<file path="src/rtl/booth_shift_multiplier.sv">
// booth_shift_multiplier
// Sequential shift-add multiplier retiring one multiplier bit per clock.
// signed_mode=0 runs plain unsigned shift-add; signed_mode=1 runs radix-2
// Booth on two's-complement operands. The product is held in {A,Q} and
// stays there after done until the next accepted start.

module booth_shift_multiplier #(
   parameter int N = 8
) (
   input  logic           clock,
   input  logic           n_reset,
   input  logic           start,
   input  logic           signed_mode,
   input  logic [N-1:0]   M,
   input  logic [N-1:0]   Qin,
   output logic [2*N-1:0] AQ,
   output logic           busy,
   output logic           done
);

   localparam int CW = $clog2(N + 1);

   localparam logic [1:0] IDLE = 2'd0;
   localparam logic [1:0] RUN  = 2'd1;
   localparam logic [1:0] DONE = 2'd2;

   logic [1:0]    state;
   logic [N-1:0]  m_reg;
   logic          mode_reg;
   logic [N-1:0]  a_reg;
   logic [N-1:0]  q_reg;
   logic          qm1;
   logic [CW-1:0] count;

   logic [N:0]    a_x;
   logic [N:0]    m_x;
   logic [N:0]    sum;
   logic [N-1:0]  a_nxt;
   logic [N-1:0]  q_nxt;
   logic          qm1_nxt;

   // One add-and-shift step. The sum is formed one bit wider than A; its top
   // bit is the unsigned carry or the signed extension bit, and it becomes
   // A's new MSB after the right shift, so no separate C/ext flop is needed.
   always_comb begin
      a_x     = mode_reg ? {a_reg[N-1], a_reg} : {1'b0, a_reg};
      m_x     = mode_reg ? {m_reg[N-1], m_reg} : {1'b0, m_reg};
      sum     = a_x;
      if (!mode_reg) begin
         if (q_reg[0]) sum = a_x + m_x;
      end else begin
         case ({q_reg[0], qm1})
            2'b01:   sum = a_x + m_x;
            2'b10:   sum = a_x - m_x;
            default: sum = a_x;
         endcase
      end
      a_nxt   = sum[N:1];
      q_nxt   = {sum[0], q_reg[N-1:1]};
      qm1_nxt = q_reg[0];
   end

   // Control FSM and datapath registers; reset abandons any operation.
   always_ff @(posedge clock or negedge n_reset) begin
      if (!n_reset) begin
         state    <= IDLE;
         m_reg    <= '0;
         mode_reg <= 1'b0;
         a_reg    <= '0;
         q_reg    <= '0;
         qm1      <= 1'b0;
         count    <= '0;
      end else begin
         case (state)
            IDLE, DONE: begin
               if (start) begin
                  m_reg    <= M;
                  mode_reg <= signed_mode;
                  a_reg    <= '0;
                  q_reg    <= Qin;
                  qm1      <= 1'b0;
                  count    <= CW'(N);
                  state    <= RUN;
               end else begin
                  state    <= IDLE;
               end
            end
            RUN: begin
               a_reg <= a_nxt;
               q_reg <= q_nxt;
               qm1   <= qm1_nxt;
               count <= count - CW'(1);
               if (count == CW'(1)) state <= DONE;
            end
            default: state <= IDLE;
         endcase
      end
   end

   assign AQ   = {a_reg, q_reg};
   assign busy = (state == RUN);
   assign done = (state == DONE);

endmodule

</file>
<file path="config.mk">
export PLATFORM = sky130hd
export DESIGN_NAME = booth_shift_multiplier
export DESIGN_NICKNAME = d
export VERILOG_FILES = /design/src/rtl/booth_shift_multiplier.sv
export SDC_FILE = /design/constraint.sdc
export NUM_CORES = 1
export LEC_CHECK = 0
export ABC_AREA = 1
export ABC_CLOCK_PERIOD_IN_PS = 4000
export CAP_MARGIN = 10
export CELL_PAD_IN_SITES_DETAIL_PLACEMENT = 1
export CELL_PAD_IN_SITES_GLOBAL_PLACEMENT = 1
export CORE_ASPECT_RATIO = 1.5
export CORE_MARGIN = 4
export CORE_UTILIZATION = 42
export DETAILED_ROUTE_END_ITERATION = 8
export GPL_TIMING_DRIVEN = 0
export PLACE_DENSITY = 0.87
export SLEW_MARGIN = 20
export SYNTH_ARGS = -nofsm -noshare
export SYNTH_HDL_FRONTEND = slang
export SYNTH_SLANG_ARGS = --single-unit
</file>
<file path="constraint.sdc">
create_clock -name clock -period 4 [get_ports clock]
set_clock_uncertainty 0.15 [all_clocks]
set_input_delay 0.8 -clock clock [delete_from_list [all_inputs] [get_ports clock]]
set_output_delay 0.8 -clock clock [all_outputs]
set_load 0.01 [all_outputs]
</file>
# --- Yosys cells after proc, flatten, opt, wreduce, memory -nomap -nowiden ---
# Cells that the tools add are included.
# W data, S select, Z words.
word_totals:
  register_bits: 32
  input_bits: 20
  out_inout_bits: 18
  elab_cells: 38
op_classes:
  addsub: 3
  eq_ne: 7
  n_mux: 16
  n_reduce_logical: 5
op_table:
  columns: ["cell", "n"]
  rows:
  - ["$mux W9", 4]
  - ["$pmux W8 S2", 2]
  - ["$pmux W9 S2", 1]
  - ["$mux W8", 2]
  - ["$add A9 B9 Y9", 1]
  - ["$sub A9 B9 Y9", 1]
  - ["$pmux W4 S2", 1]
  - ["$eq A2 B1 Y1 const B", 2]
  - ["$eq A2 B2 Y1 const B", 2]
  - ["$eq A4 B1 Y1 const B", 1]
  - ["$mux W4", 1]
  - ["$pmux W2 S2", 1]
  - ["$reduce_and A2 Y1", 2]
  - ["$sub A4 B1 Y4 const B", 1]
  - ["$logic_not A2 Y1", 1]
  - ["$mux W1", 2]
  - ["$mux W2", 1]
  - ["$ne A2 B1 Y1 const B", 1]
  - ["$ne A2 B2 Y1 const B", 1]
  - ["$pmux W1 S2", 1]
  - ["$reduce_bool A2 Y1", 1]
  - ["$reduce_or A2 Y1", 1]

# --- Depth between registers and ports, before layout ---
logic_depth:
  depth_word: 5
  ltp_mapped: 15
  depth_no_buf: 15

# --- Worst setup path before layout ---
# No wires, ideal clock.
synth_path:
  kind: "register to register"
  from: "reg q_reg[0]"
  to: "reg a_reg[5]"
  setup_time_ns: 0.116
  arrival_time_ns: 1.776
  required_ns: 3.734
  path_slack_ns: 1.957
  stages_incl_launch_ff: 11
  n_path_buf: 2
  synth_period_minus_slack_ns: 2.043
  path_cell_list: "dfrtp_1 inv_1 clkbuf_1 ha_1 inv_1 buf_4 or2_2 nand2_1 nand2_1 nand2_1 nand2_1"
synth_via:
  elab_chain_len: 4
  word_cells_on_any_way: 6
  classes_between: "eq/ne: 2; mux: 4"
synth_rtl:
  columns: ["item", "line_no", "text"]
  rows:
  - ["start, declared", "31", "logic [N-1:0] q_reg;"]
  - ["start signal, assigned", "80", "q_reg <= Qin;"]
  - ["start signal, assigned", "90", "q_reg <= q_nxt;"]
  - ["$eq A2 B2 Y1 or $eq A2 B1 Y1 (tied branches)", "52", "case ({q_reg[0], qm1})"]
  - ["$pmux W9 S2", "52", null]
  - ["$mux W9 (*)", "49", "if (!mode_reg) begin"]
  - ["$pmux W8 S2 (*)", "74", "case (state)"]
  - ["end signal, assigned", "89", "a_reg <= a_nxt;"]
  - ["end, declared", "30", "logic [N-1:0] a_reg;"]
# Mark *: on every way between the ends. The rest lies on a longest branch, timed or not.
# A chain may end at the register's enable or synchronous reset.

# --- Worst setup path in the final report ---
layout_path:
  from: "reg state[1]"
  to: "out busy"
layout_via:
  elab_chain_len: 1
layout_rtl:
  columns: ["item", "line_no", "text"]
  rows:
  - ["start, declared", "27", "logic [1:0] state;"]
  - ["start signal, assigned", "66", "state <= IDLE;"]
  - ["start signal, assigned", "83", "state <= RUN;"]
  - ["start signal, assigned", "85", "state <= IDLE;"]
  - ["$eq A2 B1 Y1", "101", "assign busy = (state == RUN);"]
  - ["end, declared", "17", "output logic busy,"]
# No other way between the ends.

==> reports/qor.yml <==
status: "finished clean"
final_hold_viol_count: 0
dr_total_vias: 2547
postCtsHoldBufs: 0
htree_levels: 2
worstSetupPathType: "reg2out"
ys_warn_count: 0
grt_max_degree: 25
drive_gt1_share_pct: 8.80
synth.net_count: 406
gp_congestion: 0.830
synth_top_area_share_pct: 32.2
cts_resized: 0
synth-edff-count: 0
drt_wl_total_mm: 7.68
hold_class: "in2async"
netlist_area_sq_um: 2490
row_count: 34
p_leak_nw: 1.56
post-route-min-period_ns: 2.88
ctsLongestPathBuffers: 2
ir_drop_v: 0.000493
grt_pass1_wl_mm: 13.4
cp.arrival_ns: 1.93
fin_nets: 451
synth_top_cell_by_area: "dfrtp_1"
worstPathRequired_ns: 3.05
yosys_register_bits: 32
syn_to_final_growth_pct: 23.0
start_kind: "flop"
finalSetupViolCount: 0
use_met1_pct: 26.9
crit_path_end_kind: "output pin"
busiest_layer: "met2"
dp_hpwl_mm: 6.10
overflow: 0
drtAntennaViolNets: 0
tns_ns: 0
synth_ff_type: "dfrtp_1"
track_usage_pct: 23.4
postCtsSetupRepairBufs: 0
initial_core_util_pct: 43.0
powerDensity_nw_per_um2: 1040
synth_cells: 364
yosysSeqAreaShare_pct: 32.2
fillers: 798
cts_tree: "done"
clk_pin_slew_ns: 0.07
fmax_mhz: 347
numCtsBuffers: 5
async_flop_share_pct: 100
final_core_util_pct: 52.9
synth_cell_types: 31
drtIter0Drc: 126
fin_crit_sh_pct: 72.1
post_drt_wl_per_cell_um: 16.0
dieWidth_um: 70.9
die_height_um: 102
cts_sinks: 32
grt.met3_usage_pct: 2.95
io_buffer_count: 37
met2_usage_pct: 43.5
rsz0062_at_grt: "false"
pin_count: 38
routed_via_density: 5.30
diodes: 0
first_global_vias: 2834
clk-insertion-delay-late_ns: 0.29
drcViolationCount: 0
worst_slew_pin_slew_ns: 0.576
maxCapViolations: 0
firstDrtPassIters: 4
syn_avg_cell_area_sq_um: 6.84
die-area_sq_um: 7250
crit_fanout: 10
cts-root-buf: "clkbuf_8"
antenna_found_initial: 0
max_slew_margin_pct: 61.6
reg2reg_depth: 10
synth_area_leaders: "dfrtp_1, nand2_1, ha_1, inv_1, nand3_1"
slew_viol_final: 0
coreArea_sq_um: 5790
==> power by group <==
group          switching, W  total (W)  leakage, nW  internal [W]
registers          0.000183   0.000673        0.390      0.000490
clock network      0.000123   0.000276       0.0503      0.000153
logic               0.00138    0.00224         1.12      0.000858
total               0.00169    0.00319         1.56       0.00150
==> metal layers <==
layer	up-vias	wire length, um
li1	1239	-
met1	1241	3060
met2	49	4190
met3	18	222
met4	0	206
met5	-	0
==> through the flow <==
step,total power (W),setup WS (ns),hold slack (ns),instances,instance area (sq um)
after floorplan,0.00217,1.96,0.303,364,2490
after global routing,0.00355,1.01,0.228,481,3060
final,0.00319,1.12,0.217,481,3060
after detailed placement,0.00289,1.38,0.358,474,2960
after global placement,0.00278,1.28,0.329,473,2950
after CTS,0.00321,1.10,0.218,481,3060
==> area by class of cell <==
cell class              instances  area (sq um)  share of cell area, %
inverters                      51           191                   6.26
plain buffers                  12          70.1                   2.29
clock buffers                   7          96.3                   3.15
well taps                      72          90.1                   2.94
repair buffers                 38           385                   12.6
multi-input cells             269          1430                   46.6
flip-flops and latches         32           801                   26.2
==> worst max-delay path, cell delays in order, from the launching register on <==
cell             delay (ns)
dfrtp_1                0.39
nor2_2                 0.16
clkbuf_1               0.45
clkdlybuf4s50_1        0.65
==> worst paths after layout <==
path                       startpoint  slack, ns       end
max                          state[1]       1.12      busy
min                           n_reset       0.22  m_reg[0]
max reg2reg                  q_reg[0]       1.62  a_reg[5]
min reg2reg                  q_reg[3]       0.37  q_reg[3]
max in group asynchronous     n_reset       3.07  mode_reg
min in group clock           q_reg[3]       0.37  q_reg[3]
==> synthesized netlist by cell type, types with 2 or more instances <==
master    count
clkbuf_1      5
buf_4         4
fa_1          2
buf_2         2
o21ai_0      23
o211ai_1      4
a21oi_2       2
nand2_1     121
o21ai_1       2
nand3_1      33
inv_2         5
dfrtp_1      32
o22ai_1       4
nor2_2        2
xor2_1        3
a21oi_1      16
nand2_2       8
ha_1         20
or2_2         3
inv_1        46
and2_1        2
nor2_1       16
==> cell families after synthesis <==
| group | synth area share [%] |
|---|---|
| and+or+nand+nor | 32.1 |
| buffers and inverters | 10.5 |
| AOI/OAI and AO/OA | 12.1 |
| DFF | 32.2 |
| adders and majority gates | 11.7 |
| xor gates and xnor gates | 1.41 |
==> placed cells by master (no fill, tap or decap), drive strengths merged <==
| cell type | count |
|---|---|
| fa | 2 |
| clkbuf | 12 |
| or3 | 1 |
| a21oi | 18 |
| dfrtp | 32 |
| o211ai | 4 |
| nand3b | 1 |
| nor2 | 18 |
| or2 | 4 |
| ha | 20 |
| o22ai | 4 |
| nand4 | 1 |
| a32oi | 1 |
| xnor2 | 1 |
| o21ai | 25 |
| buf | 9 |
| nand3 | 33 |
| xor2 | 3 |
| clkdlybuf4s50 | 36 |
| o2bb2ai | 1 |
| a31oi | 1 |
| nand2 | 129 |
| and2 | 2 |
| inv | 51 |
Power figures use the tool's default switching activity.
